## src/rtl/thirty_two_bit_lookahead_adder.sv

```systemverilog
// Registered 32-bit two-level carry-lookahead adder.
// Eight 4-bit lookahead blocks feed a second-level carry unit. The unit
// computes every block carry-in directly from cin and the group (G, P)
// pairs, so no carry ripples across a 4-bit block boundary.
// S and cout come straight from flops.

// 4-bit lookahead block: internal carries plus group generate/propagate.
module cla_block4 (
  input  logic [3:0] g,
  input  logic [3:0] p,
  input  logic       c_in,
  output logic [3:0] c,
  output logic       group_g,
  output logic       group_p
);

  // Flattened in-block carries: each one is a single sum of products.
  always_comb begin
    c[0] = c_in;
    c[1] = g[0] | (p[0] & c_in);
    c[2] = g[1] | (p[1] & g[0]) | (p[1] & p[0] & c_in);
    c[3] = g[2] | (p[2] & g[1]) | (p[2] & p[1] & g[0])
         | (p[2] & p[1] & p[0] & c_in);
  end

  // Group terms depend only on g/p, never on c_in. This keeps them off
  // the carry path into the second-level unit.
  always_comb begin
    group_p = p[3] & p[2] & p[1] & p[0];
    group_g = g[3] | (p[3] & g[2]) | (p[3] & p[2] & g[1])
            | (p[3] & p[2] & p[1] & g[0]);
  end

endmodule

// Second-level lookahead unit: block carry-ins from cin and group (G, P).
module cla_carry_unit (
  input  logic [7:0] grp_g,
  input  logic [7:0] grp_p,
  input  logic       c_in,
  output logic [7:0] blk_c
);

  logic acc;
  logic term;

  // Each block carry is expanded as
  //   OR_j ( G[j] & P[j+1..k-1] ) | ( cin & P[0..k-1] ).
  // The loops build a flat sum of products, not a ripple chain.
  always_comb begin
    acc   = 1'b0;
    term  = 1'b0;
    blk_c = '0;
    blk_c[0] = c_in;
    for (int k = 1; k < 8; k++) begin
      acc = 1'b0;
      for (int j = 0; j < k; j++) begin
        term = grp_g[j];
        for (int m = j + 1; m < k; m++) begin
          term = term & grp_p[m];
        end
        acc = acc | term;
      end
      term = c_in;
      for (int m = 0; m < k; m++) begin
        term = term & grp_p[m];
      end
      blk_c[k] = acc | term;
    end
  end

endmodule

// Top level: bit g/p, eight lookahead blocks, carry unit, output register.
module thirty_two_bit_lookahead_adder (
  input  logic        clk,
  input  logic        rst_n,
  input  logic [31:0] A,
  input  logic [31:0] B,
  input  logic        cin,
  output logic [31:0] S,
  output logic        cout
);

  logic [31:0] g;
  logic [31:0] p;
  logic [31:0] c_bit;
  logic [7:0]  grp_g;
  logic [7:0]  grp_p;
  logic [7:0]  blk_c;
  logic [31:0] s_next;
  logic        cout_next;

  // Per-bit generate and propagate.
  always_comb begin
    g = A & B;
    p = A ^ B;
  end

  cla_carry_unit u_carry (
    .grp_g (grp_g),
    .grp_p (grp_p),
    .c_in  (cin),
    .blk_c (blk_c)
  );

  for (genvar b = 0; b < 8; b++) begin : gen_blk
    cla_block4 u_blk (
      .g       (g[4*b +: 4]),
      .p       (p[4*b +: 4]),
      .c_in    (blk_c[b]),
      .c       (c_bit[4*b +: 4]),
      .group_g (grp_g[b]),
      .group_p (grp_p[b])
    );
  end

  // Sum bits and the carry out of bit 31, taken from block 7's group
  // terms and its carry-in.
  always_comb begin
    s_next    = p ^ c_bit;
    cout_next = grp_g[7] | (grp_p[7] & blk_c[7]);
  end

  // Output register. Reset clears it asynchronously, which drops any
  // result still in flight.
  always_ff @(posedge clk or negedge rst_n) begin
    if (!rst_n) begin
      S    <= '0;
      cout <= 1'b0;
    end else begin
      S    <= s_next;
      cout <= cout_next;
    end
  end

endmodule

```

## config.mk

```make
export PLATFORM = sky130hd
export DESIGN_NAME = thirty_two_bit_lookahead_adder
export DESIGN_NICKNAME = d
export VERILOG_FILES = /design/src/rtl/thirty_two_bit_lookahead_adder.sv
export SDC_FILE = /design/constraint.sdc
export NUM_CORES = 1
export LEC_CHECK = 0
export ABC_AREA = 1
export CORE_MARGIN = 4
export CORE_UTILIZATION = 45
export CTS_CLUSTER_DIAMETER = 100
export DETAILED_ROUTE_END_ITERATION = 12
export HOLD_SLACK_MARGIN = 0.08
export PLACE_DENSITY = 0.86
export SYNTH_ARGS = -nofsm -noshare
export SYNTH_HDL_FRONTEND = slang
export SYNTH_SLANG_ARGS = --single-unit
```

## constraint.sdc

```tcl
create_clock -name clk -period 0.8 [get_ports clk]
set_clock_uncertainty 0.1 [all_clocks]
set_input_delay 0.16 -clock clk [delete_from_list [all_inputs] [get_ports clk]]
set_output_delay 0.16 -clock clk [all_outputs]
set_load 0.01 [all_outputs]
```

# Word-level counts from Yosys, hierarchy flattened
# Index checks and enable logic that the tools add are counted.
totals:
  ff_bits: 33
  in_bits: 67
  out_inout_bits: 33
classes:
  bitwise_logic: 253
op_table:
  columns: ["op", "n"]
  rows:
  - ["bitwise AND 1 bit", 149]
  - ["OR 1 bit", 101]
  - ["XOR 32 bit", 2]
  - ["bitwise AND 32 bit", 1]

# Longest topological paths before layout
logic_depth:
  ltp_word: 21
  ltp_mapped: 19
  mapped_depth_nobuf: 19

# Hierarchy
# From an unflattened synthesis, not the netlist that was laid out.
hier_totals:
  hier_cells: 448
  hier_area_um2: 2826.5
modules_own_cells:
  columns: ["mod", "instances", "cells_each", "area_per_inst_um2"]
  rows:
  - ["thirty_two_bit_lookahead_adder", 1, 228, 1838.0]
  - ["cla_block4", 8, 22, 95.1]
  - ["cla_carry_unit", 1, 44, 227.7]

# Worst setup path after synthesis
# No wires, ideal clock.
synth_timing:
  path_type: "input to register"
  from: "input A[2]"
  to: "register S[29]"
  arrival_time_ns: 1.929
  t_required_ns: 0.576
  setup_slack_ns: -1.353
  cell_stages: 17
  n_path_buf: 0
  cell_sequence: "ha_1 > nand2_1 > inv_1 > nand2_1 > nand2_1 > nand2_2 > nand2_1 > nand2_1 > nand3_2 > nand3_2 > nand2_2 > nand2_2 > nand2_4 > nand2_4 > nand2_4 > fa_1 > xor2_1"
synth_via:
  elab_chain_cells: 21
  word_cells_on_any_way: 34
  classes_between: "34 x bitwise"
synth_rtl:
  columns: ["item", "line", "text"]
  rows:
  - ["from (decl)", "78", "input logic [31:0] A,"]
  - ["bitwise AND 32 bit / XOR 32 bit (equally long branches)", "96, 97", null]
  - ["bitwise AND 1 bit (on tied branches)", "30, 29, 31", null]
  - ["OR 1 bit (tied with other cells)", "30", "group_g = g[3] | (p[3] & g[2]) | (p[3] & p[2] & g[1])"]
  - ["OR 1 bit / bitwise AND 1 bit (equally long branches)", "30, 31", null]
  - ["OR 1 bit", "31", "| (p[3] & p[2] & p[1] & g[0]);"]
  - ["bitwise AND 1 bit (6 in a row)", "60", "term = term & grp_p[m];"]
  - ["OR 1 bit (6 in a row)", "62", "acc = acc | term;"]
  - ["OR 1 bit *", "68", "blk_c[k] = acc | term;"]
  - ["bitwise AND 1 bit *", "20", "c[1] = g[0] | (p[0] & c_in);"]
  - ["OR 1 bit *", "20", null]
  - ["XOR 32 bit *", "121", "s_next = p ^ c_bit;"]
  - ["named net s_next[29]", "91", "logic [31:0] s_next;"]
  - ["to (signal assigned)", "132", "S <= s_next;"]
  - ["to (decl)", "81", "output logic [31:0] S,"]
# The timed path passes the listed nets; every way through them passes the cells marked *.

# Final worst setup path
layout_timing:
  from: "input B[3]"
  to: "register S[21]"
layout_via:
  elab_chain_cells: 17
  word_cells_on_any_way: 28
  classes_between: "28 x bitwise"
layout_rtl:
  columns: ["item", "line", "text"]
  rows:
  - ["from (decl)", "79", "input logic [31:0] B,"]
  - ["XOR 32 bit", "97", "p = A ^ B;"]
  - ["bitwise AND 1 bit (on tied branches)", "30, 29, 31", null]
  - ["OR 1 bit (tied with other cells)", "30", null]
  - ["OR 1 bit / bitwise AND 1 bit (equally long branches)", "30, 31", null]
  - ["OR 1 bit", "31", null]
  - ["bitwise AND 1 bit (4 in a row)", "60", null]
  - ["OR 1 bit (4 in a row)", "62", null]
  - ["OR 1 bit *", "68", null]
  - ["bitwise AND 1 bit *", "20", null]
  - ["OR 1 bit *", "20", null]
  - ["XOR 32 bit *", "121", null]
  - ["named net s_next[21]", "91", null]
# Marks and branches as above.

==> flow_summary_export.csv <==
group,metric,value,unit
hold_path,min_path_type,"in2reg",
cells_and_area,layout-drive-gt1-share,59.3,%
critical_path,path_cells,"buf_2, ha_4, a21oi_2, nand2_4, nand2_4, nand2_2, nand2_2, nand3_2, nand3_2, nand2_2, buf_4, buf_6, fa_2, xor2_1",
detailed_routing,dr.first_iter.drc_count,143,
logic_synthesis,yosys.cell_count.top_type,"nand2_1",
logic_synthesis,synth_edf_count,0,
sta,min_period_over_period,260,%
logic_synthesis,yosys.area.top_type,"dfrtp_1",
sta,finalSetupTns,-39050,ps
sta,grt_setup_unrepaired,"yes",
critical_path,critical_path_class,"in2reg",
cells_and_area,nFillCells,190,
placed_design,port_buffers,99,
placed_design,place_congestion,0.786,
sta,worstMarginPinSlew,287,ps
global_route,track_usage,31.1,%
sta,relSlewSlack,80.9,%
clock_network,hold_buffers,0,
clock_network,clkTransAtPathRegs,70,ps
floorplan,ioPinCount,100,
cells_and_area,area_delta_synth_final,96.4,%
clock_network,cts_buffers,5,
placed_design,dpl_worst_slack,-1870,ps
sta,hold_viol,0,
global_route,antenna_found_initial,2,
cells_and_area,multiInputGateArea,0.00187,mm2
cells_and_area,seq_area,826,um2
detailed_routing,top_layer_used,"met4",
run_status,status,"finished, violations left",
logic_synthesis,yosys_most_used_dff,"dfrtp_1",
cells_and_area,nets,512,
global_route,grt_pass1_vias,2903,
critical_path,critPathCaptureType,"register",
detailed_routing,via_per_inst,5.45,
clock_network,cts_tree,"yes",
floorplan,fp.coreArea,0.00475,mm2
detailed_routing,wl_per_cell,22.1,um
detailed_routing,drtPass1Iterations,4,
logic_synthesis,synth_warnings,0,
logic_synthesis,syn_area,0.00221,mm2
logic_synthesis,synth_top_area_share,37.3,%
logic_synthesis,synth_common_cells,"nand2_1 (42), dfrtp_1 (33), ha_1 (32), inv_1 (22), a21oi_1 (18)",
sta,fin_crit,2080,ps
detailed_routing,drc,0,
detailed_routing,wl_met2,5650,um
detailed_routing,ant_nets,0,
floorplan,die_w,78.2,um
logic_synthesis,async_reset_ff_share,100,%
critical_path,cp_common_cell,"nand2_2",
cells_and_area,stdcell_count,474,
sta,finalSetupViolCount,66,
placed_design,place_inst,445,
clock_network,cts_max_level,2,
detailed_routing,met1_length,3360,um
critical_path,path_delay_family,"simple AND/OR/NAND/NOR gates",
logic_synthesis,ys_types,21,
power_and_ir_drop,ir_drop,984,uV
floorplan,die_h,78.2,um
logic_synthesis,synth_cells,227,
sta,max_freq,481,MHz
critical_path,critPathMaxFanout,3,
job,cap_viol_max_count,0,
critical_path,crit_slowest_cell,"fa_2",
sta,fin_hold_ws,139,ps
power_and_ir_drop,power_leakage,2.09,nW
logic_synthesis,ys_ff_latch,33,
floorplan,initial_core_util,46.6,%
sta,slew_viol_final,0,
clock_network,clock-root-buffer,"clkbuf_8",
critical_path,crit_arrival,2180,ps
global_route,gr-total-overflow,0,
logic_synthesis,syn_area_per_cell,9.76,um2
critical_path,required,900,ps
detailed_routing,wl_met3,656,um
run_status,violations,"negative setup slack",
power_and_ir_drop,powerDensity,1580,mW/mm2
floorplan,rows,25,
detailed_routing,num_vias,2583,
critical_path,slowest_delay,330,ps
global_route,grt_pass1_wl,14400,um
floorplan,dieArea,0.00611,mm2
placed_design,post-dp-hpwl,5400,um
global_route,grt_max_degree,34,
logic_synthesis,yosysSeqAreaShare,37.3,%
logic_synthesis,synth_area_leaders,"dfrtp_1 (37%), ha_1 (18%), fa_1 (7.2%)",
critical_path,cp_num_buf_inv,3,
logic_synthesis,synth_nets,334,
clock_network,cts_sinks,33,
clock_network,clk_path_buf_depth,2,
detailed_routing,wl,10500,um
sta,setup_slack,-1280,ps
critical_path,start_kind,"primary input",
[through the flow]
step	instance area (um2)	total power, mW	util [%]
3_5_place_dp	3940	5.02	82.8
2_1_floorplan	2460	3.33	-
5_1_grt	4350	7.12	91.5
4_1_cts	4150	6.27	87.2
6_report	4350	6.88	91.5
3_3_place_gp	3940	4.88	82.8
[layout make-up]
cell class / instances / area share [%]
sequential: 33 / 19.0
antenna: 2 / 0.115
timing repair buffer: 171 / 32.0
clock buffer: 7 / 1.99
multi-input combinational: 172 / 42.9
tap: 67 / 1.93
inverter: 22 / 2.07
[metal layers]
metal / vias to the layer above / track usage, %
met5: - / 0
met4: 0 / 24.3
met3: 68 / 7.80
met2: 165 / 59.1
met1: 1251 / 27.3
li1: 1099 / -
[worst min-delay path, stage by stage]
cell,delay [ps]
buf_6,70
ha_4,160
xnor2_1,90
[what timing repair did]
item,in CTS,in global routing
gates resized for setup,331,41
pin swaps,61,36
buffers inserted,17,10
endpoints found under the setup margin,66,66
[logic make-up after synthesis]
| logic type | after synthesis | synth area share, % |
|---|---|---|
| XOR/XNOR | 21 | 8.30 |
| AND/OR/NAND/NOR | 87 | 19.7 |
| flip-flops | 33 | 37.3 |
| buffers and inverters | 22 | 3.73 |
| adder cells (fa/ha/maj) | 40 | 25.3 |
| AO/OA/AOI/OAI | 24 | 5.71 |
[report_power, final]
group / leakage, nW / internal [mW] / switching (mW)
sequential: 0.386 / 2.02 / 0.158
clock: 0.0443 / 0.683 / 0.653
combinational: 1.66 / 1.70 / 1.66
total: 2.09 / 4.40 / 2.47
[sequential cells by signal, summed over array words and instances (netlist names)]
register  flops
S            32
cout          1
[cell usage in the layout (no fill, tap or decap), drive strengths merged]
cell	count
a31oi	1
clkdlybuf4s50	20
xor2	16
clkdlybuf4s15	1
xnor2	5
nand2	51
a21oi	18
dlygate4sd2	14
nor2	15
o21ai	4
inv	22
nand3	19
dlymetal6s2s	1
diode	2
fa	8
dfrtp	33
buf	132
ha	32
nand4	1
clkbuf	10
or2	1
o211a	1
[final timing paths]
path	start	slack (ps)	end	cells past startpoint
worst max-delay path	B[3]	-1280	S[21]$_DFF_PN0_	14
max in group asynchronous	rst_n	270	S[9]$_DFF_PN0_	2
min in group asynchronous	rst_n	150	S[23]$_DFF_PN0_	2
worst min-delay path	B[1]	140	S[1]$_DFF_PN0_	3
Power figures use the tool's default switching activity.
